File: src/rtl/xbus_pkg.sv
// Shared definitions for the XBUS machine-cycle generator: op-codes, counter widths
// and the chip-select width helper.
package xbus_pkg;

    typedef enum logic [1:0] {
        OP_NOP   = 2'b00,
        OP_FETCH = 2'b01,
        OP_READ  = 2'b10,
        OP_WRITE = 2'b11
    } xbus_op_e;

    // Tick counter covers the longest cycle, 4*HALF_LEN with HALF_LEN up to 8.
    localparam int TICK_W = 6;
    localparam int WAIT_W = 8;

    function automatic int cs_width(input int num_cs);
        return (num_cs <= 2) ? 1 : $clog2(num_cs);
    endfunction

    function automatic logic is_long(input xbus_op_e op);
        return (op == OP_READ) || (op == OP_WRITE);
    endfunction

endpackage

File: src/rtl/xbus_phase_ctr.sv
// Machine-cycle tick counter: wraps at last_tick, freezes while hold is high, and
// parks at tick 0 for one edge after reset so every run starts with a fresh cycle.
module xbus_phase_ctr
    import xbus_pkg::*;
(
    input  logic              Clock_In,
    input  logic              RESET,
    input  logic              hold,
    input  logic [TICK_W-1:0] last_tick,
    output logic [TICK_W-1:0] t,
    output logic [TICK_W-1:0] t_nxt,
    output logic              running
);

    always_comb begin
        t_nxt = t;
        if (!running) begin
            t_nxt = '0;
        end else if (hold) begin
            t_nxt = t;
        end else if (t == last_tick) begin
            t_nxt = '0;
        end else begin
            t_nxt = t + 1'b1;
        end
    end

    always_ff @(posedge Clock_In or posedge RESET) begin
        if (RESET) begin
            t       <= '0;
            running <= 1'b0;
        end else begin
            t       <= t_nxt;
            running <= 1'b1;
        end
    end

endmodule

File: src/rtl/xbus_cycle_gen.sv
// XBUS machine-cycle generator: derives CPUClock and registered CE_n/OE_n/WR_n strobes.
// Define XBUS_READY_EN to stretch READ/WRITE cycles on ext_ready with a MAX_WAIT timeout.
module xbus_cycle_gen
    import xbus_pkg::*;
#(
    parameter int NUM_CS   = 2,
    parameter int HALF_LEN = 2,
    parameter int MAX_WAIT = 15
) (
    input  logic                         Clock_In,
    input  logic                         RESET,
    input  logic [1:0]                   cmd_op,
    input  logic [cs_width(NUM_CS)-1:0]  cmd_cs,
    input  logic                         ext_ready,
    output logic [NUM_CS-1:0]            CE_n,
    output logic                         OE_n,
    output logic                         WR_n,
    output logic                         CPUClock,
    output logic                         cyc_start,
    output logic                         bus_err
);

    localparam int CS_W = cs_width(NUM_CS);
    localparam logic [TICK_W-1:0] SHORT_LAST = TICK_W'(2 * HALF_LEN - 1);
    localparam logic [TICK_W-1:0] LONG_LAST  = TICK_W'(4 * HALF_LEN - 1);

    xbus_op_e          op_q, op_nxt;
    logic [CS_W-1:0]   cs_q, cs_nxt;
    logic              legal_q, legal_nxt, cmd_legal;
    logic [TICK_W-1:0] t, t_nxt, last_tick, last_nxt;
    logic              running, start_edge, hold, timeout;

    logic [NUM_CS-1:0] ce_nxt;
    logic              oe_nxt, wr_nxt, clk_nxt, cyc_nxt, err_nxt, access;

    assign start_edge = running && (t == '0);
    assign cmd_legal  = int'(cmd_cs) < NUM_CS;
    assign last_tick  = is_long(op_q) ? LONG_LAST : SHORT_LAST;

    xbus_phase_ctr u_phase_ctr (
        .Clock_In  (Clock_In),
        .RESET     (RESET),
        .hold      (hold),
        .last_tick (last_tick),
        .t         (t),
        .t_nxt     (t_nxt),
        .running   (running)
    );

`ifdef XBUS_READY_EN
    logic [WAIT_W-1:0] wait_cnt;
    logic              at_wait_tick;

    // Only real accesses wait; an illegal cs runs as a NOP and never stalls.
    assign at_wait_tick = running && legal_q && is_long(op_q) &&
                          (t == last_tick - 1'b1) && !ext_ready;
    assign hold         = at_wait_tick && (wait_cnt <  WAIT_W'(MAX_WAIT));
    assign timeout      = at_wait_tick && (wait_cnt >= WAIT_W'(MAX_WAIT));

    always_ff @(posedge Clock_In or posedge RESET) begin
        if (RESET) begin
            wait_cnt <= '0;
        end else begin
            wait_cnt <= hold ? wait_cnt + 1'b1 : '0;
        end
    end
`else
    logic unused_ready;

    assign unused_ready = ext_ready & (MAX_WAIT > 0);
    assign hold         = 1'b0;
    assign timeout      = 1'b0;
`endif

    // Command is captured on the edge that ends tick 0 and held for the cycle.
    always_comb begin
        op_nxt    = op_q;
        cs_nxt    = cs_q;
        legal_nxt = legal_q;
        if (start_edge) begin
            op_nxt    = xbus_op_e'(cmd_op);
            cs_nxt    = cmd_cs;
            legal_nxt = cmd_legal;
        end
    end

    // Decode the strobes for the tick about to start so every output is a flop.
    always_comb begin
        last_nxt = is_long(op_nxt) ? LONG_LAST : SHORT_LAST;
        access   = (t_nxt != '0) && legal_nxt && (op_nxt != OP_NOP);
        ce_nxt   = '1;
        oe_nxt   = 1'b1;
        wr_nxt   = 1'b1;
        if (access) begin
            for (int i = 0; i < NUM_CS; i++) begin
                if (cs_nxt == CS_W'(i)) begin
                    ce_nxt[i] = 1'b0;
                end
            end
            if (op_nxt == OP_WRITE) begin
                wr_nxt = !((t_nxt >= TICK_W'(2)) && (t_nxt < last_nxt));
            end else begin
                oe_nxt = 1'b0;
            end
        end
        clk_nxt = (int'(t_nxt) % (2 * HALF_LEN)) < HALF_LEN;
        cyc_nxt = (t_nxt == '0);
        err_nxt = (start_edge && !cmd_legal) || timeout;
    end

    // Output register stage
    always_ff @(posedge Clock_In or posedge RESET) begin
        if (RESET) begin
            op_q      <= OP_NOP;
            cs_q      <= '0;
            legal_q   <= 1'b1;
            CE_n      <= '1;
            OE_n      <= 1'b1;
            WR_n      <= 1'b1;
            CPUClock  <= 1'b1;
            cyc_start <= 1'b0;
            bus_err   <= 1'b0;
        end else begin
            op_q      <= op_nxt;
            cs_q      <= cs_nxt;
            legal_q   <= legal_nxt;
            CE_n      <= ce_nxt;
            OE_n      <= oe_nxt;
            WR_n      <= wr_nxt;
            CPUClock  <= clk_nxt;
            cyc_start <= cyc_nxt;
            bus_err   <= err_nxt;
        end
    end

endmodule

File: config.mk
export PLATFORM = sky130hd
export DESIGN_NAME = xbus_cycle_gen
export DESIGN_NICKNAME = d
export VERILOG_FILES = /design/src/rtl/xbus_pkg.sv /design/src/rtl/xbus_phase_ctr.sv /design/src/rtl/xbus_cycle_gen.sv
export SDC_FILE = /design/constraint.sdc
export NUM_CORES = 1
export LEC_CHECK = 0
export ABC_AREA = 1
export CAP_MARGIN = 15
export CELL_PAD_IN_SITES_DETAIL_PLACEMENT = 1
export CELL_PAD_IN_SITES_GLOBAL_PLACEMENT = 1
export CORE_AREA = 2 2 52 54
export CTS_BUF_LIST = sky130_fd_sc_hd__clkbuf_4 sky130_fd_sc_hd__clkbuf_8
export CTS_CLUSTER_SIZE = 30
export DETAILED_ROUTE_END_ITERATION = 7
export DIE_AREA = 0 0 54 56
export PLACE_DENSITY_LB_ADDON = 0.1
export SLEW_MARGIN = 0
export SYNTH_ARGS = -nofsm -noshare
export SYNTH_HDL_FRONTEND = slang
export SYNTH_SLANG_ARGS = --single-unit
export TNS_END_PERCENT = 50
File: constraint.sdc
create_clock -name Clock_In -period 2 [get_ports Clock_In]
set_input_delay 0.6 -clock Clock_In [delete_from_list [all_inputs] [get_ports Clock_In]]
set_output_delay 0.6 -clock Clock_In [all_outputs]
set_load 0.05 [all_outputs]
# Yosys cells after proc, flatten, opt, wreduce, memory -nomap -nowiden
# Cells that the tools add are included.
[op_classes] n_addsub=1 mux=14 order_cmp=3 reduce_logical=11 n_eq_ne=5
[op_table] cell="$logic_not 6->1" count=2
[op_table] cell="$mux 6" count=2
[op_table] cell="$eq 2x2->1 const B" count=4
[op_table] cell="$mux 1" count=8
[op_table] cell="$add 6x1->6 const B" count=1
[op_table] cell="$eq 6x3->1" count=1
[op_table] cell="$ge 6x2->1 const B" count=1
[op_table] cell="$lt 6x3->1" count=1
[op_table] cell="$mux 3" count=2
[op_table] cell="$reduce_bool 6->1" count=1
[op_table] cell="$logic_and 1x1->1" count=4
[op_table] cell="$mux 2" count=2
[op_table] cell="$logic_or 1x1->1" count=2
[op_table] cell="$lt 2x2->1 const B" count=1
[op_table] cell="$reduce_bool 2->1" count=1
[op_table] cell="$logic_not 1->1" count=1
[word_totals] input_bits=6 regBits=17 elab_cells=44

# Logic depth before layout (Yosys ltp)
[logic_depth] word_depth=11 ltp_mapped=14

# Modules after synthesis
# From an unflattened synthesis, not the netlist that was laid out.
[hier_totals] cells_unflattened=130 hier_area_um2=1017.2
[modules_own_cells] mod="xbus_cycle_gen" cells_each=65 area_each_um2=548.0 n_inst=1
[modules_own_cells] mod="xbus_phase_ctr" cells_each=65 area_each_um2=469.2 n_inst=1

# Worst setup path after synthesis
# OpenSTA, ideal clock, no wires.
[synth_path] path_type="register to register" startpoint="reg u_phase_ctr.t[0]" endpoint="reg WR_n" stages_incl_launch_ff=15 path_slack_ps=252 required_time_ps=1915 path_buffers=0 arrival_time_ps=1663 path_cell_list="dfrtp_1 -> inv_1 -> ha_1 -> nand2_1 -> clkinv_1 -> nand3_2 -> nand2_1 -> nand2_2 -> ha_1 -> inv_1 -> nor2_1 -> nand4_1 -> nand2_1 -> nor2_1 -> nand3_1"
[synth_between] elab_chain_cells=11 elab_cells_between_ends=22
[synth_rtl] item="start: declaration" line_no="xbus_phase_ctr.sv:10" text="output logic [TICK_W-1:0] t,"
[synth_rtl] item="start signal: assignment" line_no="xbus_phase_ctr.sv:33" text="t <= t_nxt;"
[synth_rtl] item="parallel branches: the longest is 10 deep, another holds $add 6x1->6"
[synth_rtl] item="$mux 1 *" line_no="xbus_cycle_gen.sv:94" text="if (access) begin"
[synth_rtl] item="via wr_nxt" line_no="xbus_cycle_gen.sv:34" text="logic oe_nxt, wr_nxt, clk_nxt, cyc_nxt, err_nxt, access;"
[synth_rtl] item="end signal: assignment" line_no="xbus_cycle_gen.sv:129" text="WR_n <= wr_nxt;"
[synth_rtl] item="end: declaration" line_no="xbus_cycle_gen.sv:17" text="output logic WR_n,"
# Mark *: on every way through the listed nets, which the timed path passes.

# Worst setup path after layout
[layout_path] startpoint="reg u_phase_ctr.t[0]" endpoint="reg WR_n"
[layout_between] elab_cells_between_ends=22
[layout_rtl] item="$add 6x1->6 / $eq 6x3->1 (equally long branches)" line_no="xbus_phase_ctr.sv:24, xbus_phase_ctr.sv:21"
[layout_rtl] item="$mux 6 *" line_no="xbus_phase_ctr.sv:21" text="end else if (t == last_tick) begin"
[layout_rtl] item="$mux 6 *" line_no="xbus_phase_ctr.sv:17" text="if (!running) begin"
[layout_rtl] item="via t_nxt[2]" line_no="xbus_cycle_gen.sv:30" text="logic [TICK_W-1:0] t, t_nxt, last_tick, last_nxt;"
[layout_rtl] item="$ge 6x2->1 / $lt 6x3->1 (equally long branches)" line_no="xbus_cycle_gen.sv:101" text="wr_nxt = !((t_nxt >= TICK_W'(2)) && (t_nxt < last_nxt));"
[layout_rtl] item="$logic_and 1x1->1" line_no="xbus_cycle_gen.sv:101"
[layout_rtl] item="$logic_not 1->1" line_no="xbus_cycle_gen.sv:101"
[layout_rtl] item="$mux 1" line_no="xbus_cycle_gen.sv:100" text="if (op_nxt == OP_WRITE) begin"
[layout_rtl] item="$mux 1 *" line_no="xbus_cycle_gen.sv:94"
[layout_rtl] item="via wr_nxt" line_no="xbus_cycle_gen.sv:34"
# Mark *: on every way through the listed nets, which the timed path passes. The rest lies on a longest branch.

==> metrics.md <==
| Metric | Value |
|---|---|
| Status | `finished clean` |
| Sequential share of the synthesized area | `a little under half` |
| Initial antenna violation count | `0` |
| Final period util | `91.9%` |
| Async SR Flop Fraction | `100%` |
| Placed Instance Area | `1150 um^2` |
| Post-synth EDFFs | `0` |
| Placer Congestion | `approximately 0.74` |
| Die X | `about 54 um` |
| Grt ovf | `0` |
| Vias in the first global route | `around 800` |
| Adder-Cell Fraction of Synth Area | `3.97%` |
| DRT Pass-1 Iters | `3` |
| Lkg Pwr | `~0.61 nW` |
| DR vias/cell | `roughly 4.7` |
| Met3 wire length | `between 40 and 50 um` |
| CTS tree | `yes` |
| Via Count | `between 700 and 800` |
| Root Buffer | `clkbuf_4` |
| Startpoint types | `flop` |
| Crit. End Element | `flop` |
| Post-route DRC | `0` |
| Worst Path Arrival | `about 2100 ps` |
| All-Layer GR Usage | `~15%` |
| Worst skew pair latency | `290 ps` |
| Max cap viols | `0` |
| Largest register FFs | `6` |
| Reg2reg setup slack | `between 150 and 200 ps` |
| FF-to-FF Start | `u_phase_ctr.t[0]` |
| CTS buffer count | `3` |
| Mean post-synth cell area | `8.37 um^2` |
| CP Class | `reg -> reg` |
| Reg2Reg Capture Point | `WR_n` |
| Violation count after the first detailed-route iteration | `1` |
| Fin nets | `141` |
| Final instance area | `roughly 1200 um^2` |
| Pwr Density | `830 nW/um^2` |
| # hold bufs at CTS | `0` |
| I/O pin total | `13` |
| Die Area | `approximately 3000 um^2` |
| Top flop regs | `u_phase_ctr.t (6), CE_n (2), op_q (2)` |
| Hold Crit Depth | `2` |
| Final std cells w/o fill | `approximately 160` |
| Top FF cell, synth | `dfrtp_1` |
| Yosys warns | `0` |
| Final core utilization | `49.4%` |
| Worst Setup EP | `WR_n` |
| Met1 WL | `896 um` |
| Area Overhead vs Synth | `27.0%` |
| Die height | `about 56 um` |
| Clk_skew | `just over 7 ps` |
| Placed insts | `156` |
| Fmax | `0.544 GHz` |
| Required @ worst endpoint | `~2200 ps` |
| Count of cell types in the netlist | `23` |
| Peak supply drop | `around 0.55 mV` |
| Mux contribution to synthesized area | `0%` |
| Post-Synth XOR/XNOR Area | `around 2.8%` |
| Synthesized flop and latch total | `17` |
| Sink Count | `17` |
| R2R depth | `13` |
| Post-Route WL | `1.99 mm` |
| Net Count, Synth | `between 100 and 150` |
| Max FO, Critical Path | `5` |
| Clock buffer depth | `2` |
| Share of cells above drive strength 1 | `about two fifths` |
| Clock-pin slew on the worst setup and hold paths | `~100 ps` |
| Synth Area in Compound Gates | `between 5 and 6%` |
| Global-route wire length before repair | `between 3 and 4 mm` |
| Max Transition Viols Final | `0` |
| Final count of hold timing violations | `0` |
| Worst Hold Class | `reg -> reg` |
| Tot Pwr | `roughly 1000 uW` |
| Post-DP HPWL | `roughly 1.5 mm` |
| Largest family of logic cells by synthesized area | `simple AND/OR/NAND/NOR gates` |
| Final setup vio count | `0` |
| Simple-Gate Fraction of Synth Area | `between 20% and 30%` |
| Avg WL per Cell | `roughly 12 um` |
| Largest Register | `u_phase_ctr.t` |
| Row cnt | `18` |
| Worst Setup SP | `u_phase_ctr.t[0]` |
| Final worst path period need | `approximately 1800 ps` |
| Area of the core | `~2400 um^2` |
| Synthesized instance count | `between 100 and 150` |
| Mapped cell area | `between 900 and 1000 um^2` |
| Initial Util | `roughly two fifths` |
| # diodes | `0` |
| Port Buf Inserts | `10` |
| Largest net degree at the start of global routing | `18` |
| Uppermost routed layer | `met4` |
| H-tree levels | `1` |
| Met2 wire length | `just over 1 mm` |
| Post-DRT Antenna Nets | `0` |
stage by stage:
step / hold slack [ps] / setup slack (ps) / TNS (ps)
2_1_floorplan: 454 / 252 / 0
3_3_place_gp: 468 / -8.79 / -8.79
3_5_place_dp: 471 / -23.5 / -23.5
4_1_cts: 490 / 56.3 / 0
5_1_grt: 501 / -20.9 / -20.9
6_report: 486 / 163 / 0
logic make-up after synthesis:
family                     count (synthesis)
and+or+nand+nor                           55
buffers and inverters                     26
DFF                                       17
AOI/OAI and AO/OA                          7
xor gates and xnor gates                   3
adders and majority gates                  3
other                                      2
report_power, final:
| part | leakage [nW] | switching [mW] | internal (mW) |
|---|---|---|---|
| combinational | 0.394 | 0.219 | 0.161 |
| clock | 0.0177 | 0.104 | 0.0743 |
| sequential | 0.196 | 0.0373 | 0.403 |
placed cells by master (no fill, tap or decap):
cell type         n
nand2_2           4
clkdlybuf4s50_1   4
o21ai_0           1
inv_2             5
buf_4             7
nand4_1           4
xnor2_1           1
nand3_2           1
ha_2              1
nor2_2            5
dfrtp_2           3
o211ai_1          1
ha_1              2
buf_12            5
clkinv_2          1
nand3_1           6
xor2_2            1
clkbuf_4          3
nand2_1          22
a21oi_1           1
inv_1            19
conb_1            2
o21ai_2           4
xor2_1            1
nor2_4            4
dfrtp_1           8
nor2_1            9
dfstp_2           6
how the worst min path moves through the flow:
stage / startpoint / to
detailed placement: legal_q / legal_q
CTS: legal_q / legal_q
floorplan: legal_q / legal_q
global placement: legal_q / legal_q
global route: legal_q / legal_q
finish: legal_q / legal_q
layout make-up:
| type | count | area [um^2] |
|---|---|---|
| fillers | 297 | 1230 |
| flip-flops and latches | 17 | 437 |
| multi-input cells | 70 | 417 |
| clock inverters | 1 | 5.00 |
| clock buffers | 3 | 22.5 |
| repair buffers | 16 | 193 |
| well taps | 30 | 37.5 |
| inverters | 24 | 90.1 |
metal layers:
metal	track usage (%)	vias up
li1	-	372
met1	19.4	364
met2	26.0	11
met3	1.88	5
met4	4.29	0
met5	0	-
Yosys cell counts (2+ instances only):
cell | count | share of area [%]
inv_2 | 3 | 1.2
dfrtp_1 | 11 | 29
conb_1 | 2 | 0.79
nand3_1 | 6 | 3.2
xor2_1 | 2 | 1.9
nand4_1 | 4 | 2.6
o21ai_2 | 4 | 3.7
dfstp_2 | 6 | 17
ha_1 | 3 | 4.0
inv_1 | 20 | 7.9
nor2_2 | 4 | 2.6
nand2_1 | 22 | 8.7
nor2_1 | 10 | 4.0
nand2_2 | 4 | 2.6
nor2_4 | 4 | 4.8
critical path, stage by stage, from the launching register on:
cell and delay (ps):
dfrtp_2 440, ha_2 260, nand2_1 70, nor2_1 100, nand2_1 90, nand2_1 80, nor2_2 50, ha_1 270
inv_1 60, nor2_1 30, nand4_1 90, nand2_1 60, nor2_1 90, nand3_1 90
timing repair:
action / CTS / global route
resized for setup: 0 / 8
endpoints found under the setup margin: 0 / 1
setup buffers: 0 / 1
Note: power is estimated with default switching activity, not from simulation.
